<file path="src/rtl/frankie_io_ctrl_pkg.sv">
// Shared definitions for the Frankie multi-channel I/O controller.
// Register offsets are functions of the channel count.
package frankie_io_pkg;

    localparam int WIDTH_DEF = 16;
    localparam int IN_BASE   = 0;

    function automatic int in_addr(int k);
        return IN_BASE + k;
    endfunction

    function automatic int out_addr(int ch, int k);
        return ch + k;
    endfunction

    function automatic int status_addr(int ch);
        return 2 * ch;
    endfunction

    function automatic int mask_addr(int ch);
        return 2 * ch + 1;
    endfunction

endpackage

</file>
<file path="src/rtl/frankie_io_ctrl_if.sv">
// Register-mapped access port between the core and the I/O controller.
// The core drives the master side; the controller is the slave.
interface frankie_io_if #(
    parameter int ADDR_W = 4,
    parameter int WIDTH  = 16
);
    logic [ADDR_W-1:0] addr;
    logic              wr_en;
    logic              rd_en;
    logic [WIDTH-1:0]  wdata;
    logic [WIDTH-1:0]  rdata;

    modport master (
        output addr, wr_en, rd_en, wdata,
        input  rdata
    );

    modport slave (
        input  addr, wr_en, rd_en, wdata,
        output rdata
    );
endinterface

</file>
<file path="src/rtl/frankie_io_ctrl_chan.sv">
// One I/O channel: input synchroniser, change flag, output register.
// rx_flag set takes priority over a same-edge clearing read.
import frankie_io_pkg::*;

module frankie_io_chan #(
    parameter int WIDTH       = WIDTH_DEF,
    parameter int SYNC_STAGES = 2
) (
    input  logic             clock,
    input  logic             reset,
    input  logic [WIDTH-1:0] pin_in,
    input  logic             wr,
    input  logic [WIDTH-1:0] wdata,
    input  logic             rd_clr,
    output logic [WIDTH-1:0] in_reg,
    output logic [WIDTH-1:0] pin_out,
    output logic             out_stb,
    output logic             rx_flag
);

    logic [WIDTH-1:0] sync_q [SYNC_STAGES];
    logic             changed;

    assign changed = (sync_q[SYNC_STAGES-1] != in_reg);

    always_ff @(posedge clock or negedge reset) begin
        if (!reset) begin
            for (int i = 0; i < SYNC_STAGES; i++)
                sync_q[i] <= '0;
            in_reg  <= '0;
            rx_flag <= 1'b0;
        end else begin
            sync_q[0] <= pin_in;
            for (int i = 1; i < SYNC_STAGES; i++)
                sync_q[i] <= sync_q[i-1];
            in_reg <= sync_q[SYNC_STAGES-1];
            if (changed)
                rx_flag <= 1'b1;
            else if (rd_clr)
                rx_flag <= 1'b0;
        end
    end

    always_ff @(posedge clock or negedge reset) begin
        if (!reset) begin
            pin_out <= '0;
            out_stb <= 1'b0;
        end else begin
            if (wr)
                pin_out <= wdata;
            out_stb <= wr;
        end
    end

endmodule

</file>
<file path="src/rtl/frankie_io_ctrl.sv">
// Frankie I/O controller top: address decode, read mux, MASK and irq.
// Channels are instantiated per slot; io_in/io_out pack channel k at [k*WIDTH +: WIDTH].
import frankie_io_pkg::*;

module frankie_io_ctrl #(
    parameter int WIDTH       = WIDTH_DEF,
    parameter int CHANNELS    = 4,
    parameter int SYNC_STAGES = 2,
    parameter int ADDR_W      = 4
) (
    input  logic                      clock,
    input  logic                      reset,
    frankie_io_if.slave               bus,
    input  logic [CHANNELS*WIDTH-1:0] io_in,
    output logic [CHANNELS*WIDTH-1:0] io_out,
    output logic [CHANNELS-1:0]       out_stb,
    output logic                      irq
);

    localparam logic [ADDR_W-1:0] STATUS_A = ADDR_W'(status_addr(CHANNELS));
    localparam logic [ADDR_W-1:0] MASK_A   = ADDR_W'(mask_addr(CHANNELS));

    logic [WIDTH-1:0]    in_val [CHANNELS];
    logic [CHANNELS-1:0] rx_flag;
    logic [CHANNELS-1:0] rd_clr;
    logic [CHANNELS-1:0] wr_sel;
    logic [CHANNELS-1:0] mask;
    logic                mask_wr;
    logic [WIDTH-1:0]    rd_mux;

    always_comb begin
        rd_clr = '0;
        wr_sel = '0;
        for (int k = 0; k < CHANNELS; k++) begin
            rd_clr[k] = bus.rd_en && (bus.addr == ADDR_W'(in_addr(k)));
            wr_sel[k] = bus.wr_en &&
                        (bus.addr == ADDR_W'(out_addr(CHANNELS, k)));
        end
    end

    assign mask_wr = bus.wr_en && (bus.addr == MASK_A);

    // Unmapped offsets fall through to zero.
    always_comb begin
        rd_mux = '0;
        for (int k = 0; k < CHANNELS; k++) begin
            if (bus.addr == ADDR_W'(in_addr(k)))
                rd_mux = in_val[k];
            if (bus.addr == ADDR_W'(out_addr(CHANNELS, k)))
                rd_mux = io_out[k*WIDTH +: WIDTH];
        end
        if (bus.addr == STATUS_A)
            rd_mux = WIDTH'(rx_flag);
        if (bus.addr == MASK_A)
            rd_mux = WIDTH'(mask);
    end

    for (genvar k = 0; k < CHANNELS; k++) begin : g_chan
        frankie_io_chan #(
            .WIDTH       (WIDTH),
            .SYNC_STAGES (SYNC_STAGES)
        ) u_chan (
            .clock   (clock),
            .reset   (reset),
            .pin_in  (io_in[k*WIDTH +: WIDTH]),
            .wr      (wr_sel[k]),
            .wdata   (bus.wdata),
            .rd_clr  (rd_clr[k]),
            .in_reg  (in_val[k]),
            .pin_out (io_out[k*WIDTH +: WIDTH]),
            .out_stb (out_stb[k]),
            .rx_flag (rx_flag[k])
        );
    end

    always_ff @(posedge clock or negedge reset) begin
        if (!reset) begin
            mask      <= '0;
            bus.rdata <= '0;
        end else begin
            if (mask_wr)
                mask <= bus.wdata[CHANNELS-1:0];
            if (bus.rd_en)
                bus.rdata <= rd_mux;
        end
    end

    assign irq = |(rx_flag & mask);

endmodule

</file>
<file path="src/flat_wrapper.sv">
// flat-port wrapper written by rule: the top's interface ports become plain ports
module frankie_io_ctrl_flat 
#(
    parameter int WIDTH       = WIDTH_DEF,
    parameter int CHANNELS    = 4,
    parameter int SYNC_STAGES = 2,
    parameter int ADDR_W      = 4
)
  (clock, reset, io_in, io_out, out_stb, irq, bus_addr, bus_wr_en, bus_rd_en, bus_wdata, bus_rdata);
  frankie_io_if #(.ADDR_W(ADDR_W), .WIDTH(WIDTH)) bus_i ();
  input  logic clock;
  input  logic reset;
  input  logic [CHANNELS*WIDTH-1:0] io_in;
  output logic [CHANNELS*WIDTH-1:0] io_out;
  output logic [CHANNELS-1:0] out_stb;
  output logic irq;
  input wire logic [$bits(bus_i.addr)-1:0] bus_addr;
  input wire logic [$bits(bus_i.wr_en)-1:0] bus_wr_en;
  input wire logic [$bits(bus_i.rd_en)-1:0] bus_rd_en;
  input wire logic [$bits(bus_i.wdata)-1:0] bus_wdata;
  output wire logic [$bits(bus_i.rdata)-1:0] bus_rdata;
  assign bus_i.addr = bus_addr;
  assign bus_i.wr_en = bus_wr_en;
  assign bus_i.rd_en = bus_rd_en;
  assign bus_i.wdata = bus_wdata;
  assign bus_rdata = bus_i.rdata;
  frankie_io_ctrl #(.WIDTH(WIDTH), .CHANNELS(CHANNELS), .SYNC_STAGES(SYNC_STAGES), .ADDR_W(ADDR_W)) u_core (.clock(clock), .reset(reset), .bus(bus_i), .io_in(io_in), .io_out(io_out), .out_stb(out_stb), .irq(irq));
endmodule
</file>
<file path="config.mk">
export PLATFORM = sky130hd
export DESIGN_NAME = frankie_io_ctrl_flat
export DESIGN_NICKNAME = d
export VERILOG_FILES = /design/src/rtl/frankie_io_ctrl_pkg.sv /design/src/rtl/frankie_io_ctrl_if.sv /design/src/rtl/frankie_io_ctrl_chan.sv /design/src/rtl/frankie_io_ctrl.sv /design/src/flat_wrapper.sv
export SDC_FILE = /design/constraint.sdc
export NUM_CORES = 1
export LEC_CHECK = 0
export CAP_MARGIN = 30
export CORE_MARGIN = 2
export CORE_UTILIZATION = 53
export DETAILED_ROUTE_END_ITERATION = 16
export PLACE_DENSITY_LB_ADDON = 0.1
export SYNTH_ARGS = -nofsm -noshare
export SYNTH_HDL_FRONTEND = slang
export SYNTH_SLANG_ARGS = --single-unit
</file>
<file path="constraint.sdc">
create_clock -name clock -period 1.7 [get_ports clock]
set_clock_uncertainty 0.15 [all_clocks]
set_input_delay 0.34 -clock clock [delete_from_list [all_inputs] [get_ports clock]]
set_output_delay 0.34 -clock clock [all_outputs]
set_load 0.02 [all_outputs]
</file>
======== Yosys cells after proc, flatten, opt, wreduce, memory -nomap -nowiden ========
Cells that the tools add are included.
word-level totals
  register bits after elaboration ......... 284
  input bits .............................. 88
  output and inout bits ................... 85
  logic and storage cells ................. 73
cells by class
  eq/ne operators ......................... 13
  multiplexer cells ....................... 18
  bitwise logic cells ..................... 1
  reductions and logical operators ........ 15
operator list
  operator                                       count
  two-way mux 16 bit                             10
  != test 16 bit                                 4
  == test 4 x 3 -> 1 bit, second input constant  4
  logical AND 1 bit                              9
  == test 4 x 2 -> 1 bit, second input constant  2
  == test 4 bit, second input constant           2
  two-way mux 1 bit                              8
  nonzero test 2 bit                             4
  AND 4 bit                                      1
  == test 4 x 1 -> 1 bit, second input constant  1
  logical NOT 4 bit                              1
  OR reduction 4 bit                             1

======== Longest topological paths before layout ========
Gate-level depths: netlist of the first run.
  depth in word-level cells ............... 11
  depth in mapped cells ................... 7
  mapped depth without buffers ............ 4

======== Cells and area by module ========
From an unflattened synthesis of the first run, not the netlist that was laid out.
second synthesis, totals
  cell total of the unflattened synthesis .. 710
  area, all modules ....................... 10,368.7 µm²
by module, submodules not included
  module           times used  cells each  area an instance (µm²)  sequential area each (µm²)
  frankie_io_chan  4           107         2,031.9                 1,651.6
  frankie_io_ctrl  1           282         2,240.9                 500.5

======== Least setup slack after synthesis of the first run ========
Ideal clock, no wire load.
  kind .................................... in2reg
  start ................................... input bus_addr[2]
  end ..................................... register u_core.g_chan[0].u_chan.pin_out[10]
  library setup time ...................... 125 ps
  arrival ................................. 1,539 ps
  required time ........................... 1,425 ps
  setup slack ............................. -114 ps
  cell stages on the path ................. 7
  path buffers ............................ 3
  cell sequence ........................... nor2b_2 -> buf_6 -> nand2_4 -> or3_1 -> buf_6 -> buf_6 -> mux2_4
on the way
  longest elaborated chain between the ends .. 2
RTL lines
  what                    line                        source
  start: declaration      flat_wrapper.sv:17          input wire logic [$bits(bus_i.addr)-1:0] bus_addr;
  == test 4 x 3 -> 1 bit  frankie_io_ctrl.sv:37       (bus.addr == ADDR_W'(out_addr(CHANNELS, k)));
  logical AND 1 bit       frankie_io_ctrl.sv:36       wr_sel[k] = bus.wr_en &&
  end signal: assignment  frankie_io_ctrl_chan.sv:50  pin_out <= wdata;
  end: declaration        frankie_io_ctrl_chan.sv:16  output logic [WIDTH-1:0] pin_out,
No other way between the ends.
A chain may end at the register's enable or synchronous reset.

======== Worst setup path in the final report of the first run ========
  start ................................... register u_core.g_chan[2].u_chan.rx_flag
  end ..................................... output irq
on the way
  longest elaborated chain between the ends .. 2
RTL lines
  what                      line                        source
  start: declaration        frankie_io_ctrl_chan.sv:18  output logic rx_flag
  start signal: assignment  frankie_io_ctrl_chan.sv:31  rx_flag <= 1'b0;
  start signal: assignment  frankie_io_ctrl_chan.sv:38  rx_flag <= 1'b1;
  start signal: assignment  frankie_io_ctrl_chan.sv:40  rx_flag <= 1'b0;
  AND 4 bit                 frankie_io_ctrl.sv:88       assign irq = |(rx_flag & mask);
  OR reduction 4 bit        frankie_io_ctrl.sv:88
  end: declaration          flat_wrapper.sv:16          output logic irq;
No other way between the ends.

==> results of run 1 <==
## critical path, delay by kind of cell (launching register included)
kind / cells / cell delay (ns)
AO/OA/AOI/OAI: 1 / 0.17
AND/OR/NAND/NOR: 1 / 0.07
flip-flops: 1 / 0.43
buffers and inverters: 1 / 0.16
## logic make-up after synthesis
logic type	count (synthesis)	synth area share, %
XOR/XNOR	64	5.42
flip-flops	284	68.7
buffers and inverters	42	2.07
AND/OR/NAND/NOR	108	6.18
multiplexers	92	10.0
AO/OA/AOI/OAI	101	7.64
## layer usage
| layer | vias to the layer above | wire [µm] | track usage (%) |
|---|---|---|---|
| met5 | - | 0 | 0 |
| met4 | 0 | 628 | 6.71 |
| met3 | 48 | 1520 | 3.90 |
| met2 | 216 | 12200 | 39.8 |
| met1 | 3364 | 11600 | 37.9 |
| li1 | 2954 | - | - |
## synth_stat cells, types with 6 or more instances
| cell type | number |
|---|---|
| o2bb2ai_1 | 18 |
| o21ai_0 | 10 |
| inv_1 | 6 |
| clkbuf_1 | 10 |
| o22a_1 | 8 |
| nor2b_1 | 21 |
| nand2b_1 | 11 |
| mux2i_1 | 24 |
| mux2_2 | 59 |
| nor3_1 | 6 |
| a221oi_1 | 8 |
| nor2_1 | 19 |
| a21oi_1 | 9 |
| buf_2 | 15 |
| nand4_1 | 16 |
| o221ai_1 | 13 |
| xnor2_1 | 64 |
| mux2_4 | 9 |
| nand2_1 | 11 |
| a211o_1 | 8 |
| dfrtp_1 | 284 |
## worst paths after layout
kind                                                       to  slack (ns)  cells after the start
max                                                       irq       -0.17                      3
min                           u_core.g_chan[0].u_chan.out_stb        0.07                      2
max reg2reg                   u_core.g_chan[1].u_chan.rx_flag        0.04                      4
min reg2reg                 u_core.g_chan[2].u_chan.sync_q[6]        0.19                      0
max in group asynchronous  u_core.g_chan[2].u_chan.sync_q[14]        0.65                      3
min in group clock         u_core.g_chan[3].u_chan.sync_q[24]        0.07                      1
## layout make-up
| class | instances | area [µm²] | share of cell area [%] |
|---|---|---|---|
| Sequential cell | 284 | 7110 | 52.0 |
| Multi-Input combinational cell | 365 | 3130 | 22.9 |
| Timing Repair Buffer | 248 | 2060 | 15.0 |
| Clock buffer | 34 | 753 | 5.51 |
| Tap cell | 265 | 332 | 2.43 |
| Clock inverter | 16 | 263 | 1.92 |
| Inverter | 6 | 22.5 | 0.165 |
## power by group through the flow
stage	clock [W]	sequential (W)	combinational [W]
floorplan	0	0.00840	0.000914
global placement	0	0.00806	0.00299
detailed placement	0	0.00810	0.00304
CTS	0.00674	0.00795	0.00276
global route	0.00705	0.00803	0.00297
finish	0.00663	0.00795	0.00276
## metrics by stage
stage | instance area [µm²] | setup TNS, ns | utilization [%]
CTS | 13600 | -0.210 | 70.4
detailed placement | 12900 | -50.35 | 66.6
global placement | 12900 | -50.40 | 66.6
finish | 13700 | -0.175 | 70.7
global route | 13700 | -0.232 | 70.7
floorplan | 10400 | -1.87 | -
## what timing repair did
item,in CTS,in global routing
endpoints found under the setup margin,136,44
resized for setup,337,19
endpoints found under the hold margin,284,0
setup buffers,5,4
hold buffers,1,0
gates cloned,0,1
pin swaps,1,1
==> results.md, run 1 <==
- Largest cells by area after synthesis: dfrtp_1 69%, mux2_2 6.4%, xnor2_1 5.4%
- Max FFs per register: 128
- Max frequency: 533 MHz
- Final cycle utilization of the critical path: 110%
- Yosys synthesis warning count: 0
- Die outline width: 144 µm
- Antenna violations before repair: 0
- Fraction of layout instances using a drive strength above 1: between 30% and 40%
- Count of flip-flops with a built-in enable after synthesis: 0
- Remaining antenna violation count after routing: 0
- Origin of the critical flop-to-flop path: u_core.g_chan[1].u_chan.in_reg[1]
- Starting utilization of the core area: 53.5%
- Cells after synthesis: 691
- Switch Pwr: 0.00456 W
- Top library cells by usage in the layout, fill and taps aside: 284 x dfrtp_1, 83 x clkdlybuf4s50_1, 82 x buf_2
- IR Drop Worst-Case VDD: ~1 mV
- Maximum buffer depth of the clock tree: 3
- Worst path max stage delay: between 0.4 and 0.5 ns
- Count of TritonRoute iterations in the first routing pass: 4
- Relative slew slack: 72.2%
- Number of max-cap violations: 0
- Commonest non-fill, non-tap cell in the layout: dfrtp_1
- Logic pwr share: between 15 and 20%
- Data required time at the worst endpoint: 1.21 ns
- Antenna Diode Count: 0
- Fin. max-slew vios: 0
- RePlAce Congestion: 0.902
- Fraction of post-synthesis cell area in the top cell type by area: 68.7%
- Final cell count without fillers: 1218
- Final hold slack: 0.0689 ns
- Post-synthesis register bit count: 284
- Placed wire-length estimate: 18900 µm
- Cell Pwr Density: ~1300 nW/µm²
- Failing checks: negative setup slack
- Via-to-Cell Ratio: 5.40
- Worst Path Class, Setup: flop to output pin
- Total of fill cells in the finished design: 1344
- Sequential Power Share: 45.8%
- Sequential area share after synthesis: between 60% and 70%
- Final hold violation count: 0
- Critical path, cell by cell: a22oi_2 -> nand2_1 -> buf_2
- Clock network fraction of design power: 38.2%
- Synthesized Nets: 779
- Level count of the clock H-tree: 1
- Total Power: between 0.015 and 0.02 W
- Residual overflow from global routing: 0
- Syn_area_per_cell: 15.0 µm²
- Cell Area, Synth: approximately 10000 µm²
- Clk Tree Root Cell: clkbuf_16
- Slew at the pin with the worst max-slew slack: 0.406 ns
- Core footprint: 19300 µm²
- Setup Slack @ Placement: -0.704 ns
- Num ports: 173
- Number of port buffers: 172
- Setup violation total in the final timing report: 1
- Tot GR Track Use: 25.5%
- Run status: finished with violations
- Kind of capture point of the worst setup path: output pin
- Height of the die: 144 µm
- First-pass GRT wire length: 39600 µm
- Number of cells in the design after placement: 1157
- Clock tree from TritonCTS: done
- Maximum number of pins on one net before global-route repair: 70
- Skew-Pair Late Insertion Delay: 0.55 ns
- Total number of vias: between 6000 and 7000
- Crit. Startpoint: u_core.g_chan[2].u_chan.rx_flag
- Aggregate routed wire length: between 20000 and 30000 µm
- Setup slack of the critical path after layout: -0.175 ns
- Clk slew on worst S/H paths: 0.06 ns
- Synth-to-layout area growth: 32.0%
- FP Rows: 51
- Design internal power: about 0.013 W
- Vias in the first global route: 6783
- Worst hold path type: primary input to async pin
- Number of different library cells in the post-synthesis netlist: 50
- Post-synth ARST share: 100%
- Min Tclk post-route: 1.87 ns
- Area of the die: between 20000 and 25000 µm²
- Highest fanout seen on the critical path: 3
- Unrepaired setup endpoints after global routing: true
- Arrival @ worst endpoint: between 1 and 1.5 ns
- Critical path launch point type: flop
- DRC violations left: 0
- Switching portion of total power: 26.3%
- Routed wire length per instance: 21.2 µm
- Leakage power figure: 6.07 nW
- Ys flop type: dfrtp_1
- Number of design-rule violations left by the first detailed-router iteration: 239
- TritonCTS sink count: 284
- Cell with the largest stage delay on the worst path: dfrtp_1
- CTS Buf Count: 28
- Top cell type by total area after synthesis: dfrtp_1
- Number of nets in the finished design: 1021
No activity file was read; power rests on OpenSTA's default activity.
==> run 2, diff against run 1 <==
Settings changed: ABC_AREA set to 1.
==> run 2 against run 1 <==
Net effect:
- the flow still finishes with violations (negative setup slack)
- total power shrank 5.8%
- maximum frequency grew 0.87%
- hold slack gained 0.0020 ns
- die area shrank 1.6%
- core utilization is essentially flat
- flip-flop and latch count is the same
- largest cell class unchanged
- highest routed layer unchanged
==> results.md, run 2 <==
- Run status: finished with violations
- Failing checks: negative setup slack
- Worst Path Class, Setup: flop to output pin
- Final hold violation count: 0
- Worst hold path type: primary input to flop
- Origin of the critical flop-to-flop path: u_core.g_chan[2].u_chan.in_reg[9]
- Count of flip-flops with a built-in enable after synthesis: 0
- Highest fanout seen on the critical path: 3
- Hold path startpoint: io_in[52]
- Relative slew slack: 74.4%
- Cell Pwr Density: 1230 nW/µm²
- Clock network fraction of design power: 37.1%
- Sequential area share after synthesis: 69.8%
- Aggregate routed wire length: 26200 µm
- Design internal power: roughly 0.012 W
- Final cycle utilization of the critical path: 109%
- Cells on worst reg2reg path: 6
- Logic pwr share: 14.7%
- Largest cells by area after synthesis: dfrtp_1 70%, nand2_1 7.8%, xor2_1 4.2%
- Max FFs per register: 128
- Routed wire length per instance: about 19 µm
- Top library cells by usage in the layout, fill and taps aside: 284 x dfrtp_1, 210 x nand2_1, 82 x clkdlybuf4s50_1
- Unrepaired setup endpoints after global routing: true
- Switching portion of total power: 27.5%
- Top cell type by total area after synthesis: dfrtp_1
- Most frequent cells after synthesis: 284 x dfrtp_1, 211 x nand2_1, 77 x inv_1
- Height of the die: about 140 µm
- First-pass GRT wire length: 40200 µm
- Clk Tree Root Cell: clkbuf_16
- Skew-Pair Late Insertion Delay: 0.55 ns
- Number of different library cells in the post-synthesis netlist: 30
- Fin Setup TNS: -0.159 ns
- Critical path launch point type: flop
- DRC violations left: 0
- Cells after synthesis: 913
- Num ports: 173
- Via-to-Cell Ratio: roughly 5.2
- Die outline width: 143 µm
- Total non-filler cell area in the finished layout: 13300 µm²
- Worst Hold Depth: 1
- Kind of capture point of the worst setup path: output pin
- Yosys synthesis warning count: 0
- Area of the die: 20300 µm²
- CTS Buf Count: 28
- Number of max-cap violations: 0
- TritonCTS sink count: 284
- Placed wire-length estimate: 19100 µm
- Ys flop type: dfrtp_1
- Core footprint: around 19000 µm²
- Number of design-rule violations left by the first detailed-router iteration: between 500 and 600
- Crit. Startpoint: u_core.g_chan[1].u_chan.rx_flag
- Data required time at the worst endpoint: 1.21 ns
- Starting utilization of the core area: 54.3%
- Maximum buffer depth of the clock tree: 3
- Tot GR Track Use: about a quarter
- Cell Area, Synth: 10200 µm²
- Sequential Power Share: 48.3%
- IR Drop Worst-Case VDD: 0.834 mV
- FP Rows: 50
- Number of nets in the finished design: 1246
- Count of TritonRoute iterations in the first routing pass: 5
- Area of the multi-input gates: 2640 µm²
- Synthesized Nets: 1001
- Fin. max-slew vios: 0
- Commonest non-fill, non-tap cell in the layout: dfrtp_1
- Area occupied by registers: 7110 µm²
- Post-synth ARST share: 100%
- Level count of the clock H-tree: 1
- Setup slack of the critical path after layout: -0.159 ns
- Clock tree from TritonCTS: done
- Number of port buffers: 172
- Clk slew on worst S/H paths: approximately 0.06 ns
- Fraction of post-synthesis cell area in the top cell type by area: 69.8%
- Setup violation total in the final timing report: 1
- Slew at the pin with the worst max-slew slack: 0.380 ns
- Total number of vias: 7282
- Leakage power figure: around 6.4 nW
- Post-place instance area: 12600 µm²
- Arrival @ worst endpoint: 1.37 ns
- Antenna violations before repair: 0
- Setup Slack @ Placement: -0.704 ns
- Total of fill cells in the finished design: 1415
- Synth-to-layout area growth: 30.3%
- Remaining antenna violation count after routing: 0
- Vias in the first global route: 7167
- Min Tclk post-route: between 1.5 and 2 ns
- Residual overflow from global routing: 0
- Syn_area_per_cell: 11.2 µm²
- Fraction of layout instances using a drive strength above 1: 19.1%
- Maximum number of pins on one net before global-route repair: 75
- Switch Pwr: 0.00450 W
- Post-synthesis register bit count: 284
- Most instantiated library cell after synthesis: dfrtp_1
- Max frequency: 538 MHz
- RePlAce Congestion: 0.912
## run 2: changes by cell type in the layout (fill, tap and decap cells not counted), moves of 18 or more
cell,change
a21oi_1,+22
inv_1,+70
mux2_2,-59
mux2i_1,-24
nand2_1,+199
nand3_1,+24
nor2_1,+37
nor2b_1,-21
o21ai_0,+56
o2bb2ai_1,-18
xnor2_1,-54
xor2_1,+49
## run 2: kinds of logic (layout without fill, tap and decap cells)
logic type / after synthesis / in the layout / share of synthesized area [%]
other cells: 0 / 1 / 0
flops: 284 / 284 / 69.8
simple gates: 341 / 341 / 14.4
xor+xnor: 59 / 59 / 5.07
buf+inv: 112 / 377 / 4.77
compound gates: 117 / 117 / 6.01
## run 2: worst paths after layout
path	endpoint	slack, ns
min reg2reg	u_core.g_chan[3].u_chan.sync_q[2]	0.19
max reg2reg	u_core.g_chan[2].u_chan.rx_flag	0.16
min in group asynchronous	u_core.g_chan[0].u_chan.in_reg[6]	0.08
max in group asynchronous	u_core.g_chan[2].u_chan.sync_q[16]	0.68
min	u_core.g_chan[3].u_chan.sync_q[20]	0.07
max	irq	-0.16
## run 2: repair_timing
item	in CTS	in global routing
pin swaps	1	1
hold endpoints to repair	284	0
gates resized for setup	324	27
endpoints found under the setup margin	107	24
hold buffers	1	0
setup buffers	6	3
## run 2: through the flow
stage / total power (W) / util [%] / hold WS, ns / instances
after global placement: 0.0106 / 67.3 / 0.0583 / 1352
after global routing: 0.0170 / 70.7 / 0.0541 / 1412
after detailed placement: 0.0107 / 67.3 / 0.0564 / 1352
after floorplan: 0.00901 / - / -0.106 / 913
final: 0.0163 / 70.7 / 0.0709 / 1413
after CTS: 0.0165 / 71.0 / 0.0469 / 1409
## run 2: routing by layer
metal	GRT usage (%)	wire length, µm	up-vias
met4	9.74	956	0
li1	-	-	3382
met2	42.5	12500	305
met3	3.79	1830	54
met1	37.1	11000	3541
met5	0	0	-
## run 2: cell type report
cell class | count | area share, %
tap | 234 | 2.21
inverter | 85 | 2.40
antenna | 1 | 0.0189
sequential | 284 | 53.5
clock buffer | 43 | 6.23
clock inverter | 7 | 0.688
timing repair buffer | 242 | 15.0
multi-input combinational | 517 | 19.9
## run 2: critical path, cell delays in order (launching register included)
cell,delay (ns)
dfrtp_1,0.43
nand2_1,0.12
o2111ai_4,0.12
buf_6,0.16
## run 2: power groups by stage
stage	registers [W]	logic, W	clock network [W]
after CTS	0.00790	0.00241	0.00616
after detailed placement	0.00803	0.00266	0
after global routing	0.00795	0.00262	0.00645
after global placement	0.00802	0.00263	0
after floorplan	0.00833	0.000674	0
final	0.00789	0.00240	0.00606
==> run 3, diff against run 2 <==
Settings changed: GPL_ROUTABILITY_DRIVEN set to 0, PLACE_DENSITY set to 0.79, PLACE_DENSITY_LB_ADDON 0.1 to unset.
==> run 3 against run 2 <==
Net effect:
- the flow still finishes with violations (negative setup slack)
- maximum frequency rose by 3.4%
- global-route usage increased by 1.0 points
- clock power down 10%
- die area is the same
- critical path depth unchanged
- hold slack improved by 0.0059 ns
- core utilization is 1.2 points lower
- via count is 2.9% higher
- critical path type unchanged
==> results.md, run 3 (same netlist as run 2, synthesis figures left out) <==
- Worst r2r dst: u_core.g_chan[2].u_chan.rx_flag
- Unrepaired setup endpoints after global routing: true
- Height of the die: 143 µm
- Max frequency: 557 MHz
- Number of cells in the design after placement: 1337
- Total number of vias: 7493
- Failing checks: negative setup slack
- Setup violation total in the final timing report: 1
- Max FFs per register: 128
- Fraction of layout instances using a drive strength above 1: between 10% and 20%
- Number of max-cap violations: 0
- Num ports: between 150 and 200
- Number of port buffers: ~170
- Fin. max-slew vios: 0
- Cell with the largest stage delay on the worst path: dfrtp_1
- Run status: finished with violations
- Aggregate routed wire length: 26900 µm
- Fin Setup TNS: -0.0967 ns
- Setup slack of the critical path after layout: -0.0967 ns
- Critical path, cell by cell: nand2_1 -> o2111ai_2 -> buf_6
- Arrival @ worst endpoint: 1.31 ns
- Kind of capture point of the worst setup path: output pin
- Clk slew on worst S/H paths: approximately 0.070 ns
- Hold path startpoint: io_in[58]
- Antenna Diode Count: 0
- Vias in the first global route: approximately 7600
- Critical path's top delay family: flip-flops
- Total of fill cells in the finished design: ~1400
- Clock tree from TritonCTS: done
- Cell Pwr Density: 1210 nW/µm²
- Cells on worst reg2reg path: 6
- IR Drop Worst-Case VDD: 0.925 mV
- Synth-to-layout area growth: 28.1%
- Final cycle utilization of the critical path: 106%
- FP Rows: 50
- Maximum number of pins on one net before global-route repair: 56
- Skew-Pair Late Insertion Delay: roughly 0.54 ns
- R2R Setup Slk: 0.07 ns
- Bufs and invs on worst path: 1
- Final hold slack: 0.0768 ns
- Min Tclk post-route: 1.80 ns
- Worst path max stage delay: 0.41 ns
- Tot GR Track Use: 27.4%
- Worst hold path type: primary input to flop
- Commonest non-fill, non-tap cell in the layout: dfrtp_1
- Maximum buffer depth of the clock tree: 3
- Path length in cells of the critical path: 3
- Residual overflow from global routing: 0
- Origin of the critical flop-to-flop path: u_core.g_chan[2].u_chan.in_reg[9]
- Slew at the pin with the worst max-slew slack: 0.424 ns
- Final hold violation count: 0
- Critical path launch point type: flop
- Relative slew slack: between 70% and 80%
- Top library cells by usage in the layout, fill and taps aside: 284 x dfrtp_1, 210 x nand2_1, 82 x clkdlybuf4s50_1
- Hold endpoint: u_core.g_chan[3].u_chan.sync_q[26]
- Clk Tree Root Cell: clkbuf_16
- Area of the die: 20300 µm²
- TritonCTS sink count: 284
- Data required time at the worst endpoint: 1.21 ns
- Highest fanout seen on the critical path: 2
- Remaining antenna violation count after routing: 0
- Placed wire-length estimate: 19600 µm
- Setup Slack @ Placement: -0.773 ns
- Worst Hold Depth: 1
- Leakage power figure: 6.24 nW
- Worst Path Class, Setup: flop to output pin
- Number of design-rule violations left by the first detailed-router iteration: 735
- Count of TritonRoute iterations in the first routing pass: 5
- Via-to-Cell Ratio: 5.39
- Core footprint: about 19000 µm²
- Level count of the clock H-tree: 1
- Routed wire length per instance: 19.4 µm
- First-pass GRT wire length: 41900 µm
- Die outline width: 143 µm
- Final cell count without fillers: 1389
- Starting utilization of the core area: 54.3%
- CTS Buf Count: 27
- DRC violations left: 0
- Number of nets in the finished design: about 1200
- Antenna violations before repair: 0
- Post-route core utilization: 69.5%
run 3: what timing repair did:
action / 4_1_cts / 5_1_grt
hold endpoints to repair: 284 / 0
pin swaps: 1 / 0
gates resized for setup: 311 / 33
setup endpoints to repair: 104 / 29
hold buffers: 1 / 0
buffers inserted: 5 / 0
run 3: metal layers:
layer / routed length [µm] / vias up / track usage (%) / part of all wire (%)
met1: 10000 / 3561 / 36.9 / 37
met2: 12800 / 481 / 43.5 / 47
met3: 2800 / 100 / 5.60 / 10
li1: - / 3351 / - / -
met5: 0 / - / 0 / 0
met4: 1340 / 0 / 12.7 / 5.0
run 3: where the power goes:
group,switching (W),total [W],internal [W]
Clock,0.00246,0.00545,0.00298
Sequential,0.000509,0.00791,0.00740
Combinational,0.00150,0.00240,0.000896
run 3: how the worst max path moves through the flow:
| stage | slack [ns] | end | start |
|---|---|---|---|
| after global routing | -0.16 | irq | u_core.g_chan[1].u_chan.rx_flag |
| after detailed placement | -0.77 | u_core.bus.rdata[8] | bus_addr[1] |
| after global placement | -0.78 | u_core.bus.rdata[8] | bus_addr[1] |
| final | -0.1 | irq | u_core.g_chan[2].u_chan.rx_flag |
| after floorplan | 0.09 | u_core.bus.rdata[8] | bus_addr[0] |
| after CTS | -0.1 | irq | u_core.mask[0] |
run 3: cell type report:
type,instances,area (µm²),share of cell area (%)
tap,234,293,2.24
multi-input combinational,517,2620,20.1
clock inverter,13,92.6,0.710
inverter,85,319,2.45
sequential,284,7110,54.5
timing repair buffer,223,1910,14.7
clock buffer,33,708,5.43
run 3: per-stage QoR:
step	area (µm²)	power, W
2_1_floorplan	10200	0.00901
3_3_place_gp	12500	0.0106
3_5_place_dp	12500	0.0107
4_1_cts	13200	0.0159
5_1_grt	13000	0.0164
6_report	13000	0.0158
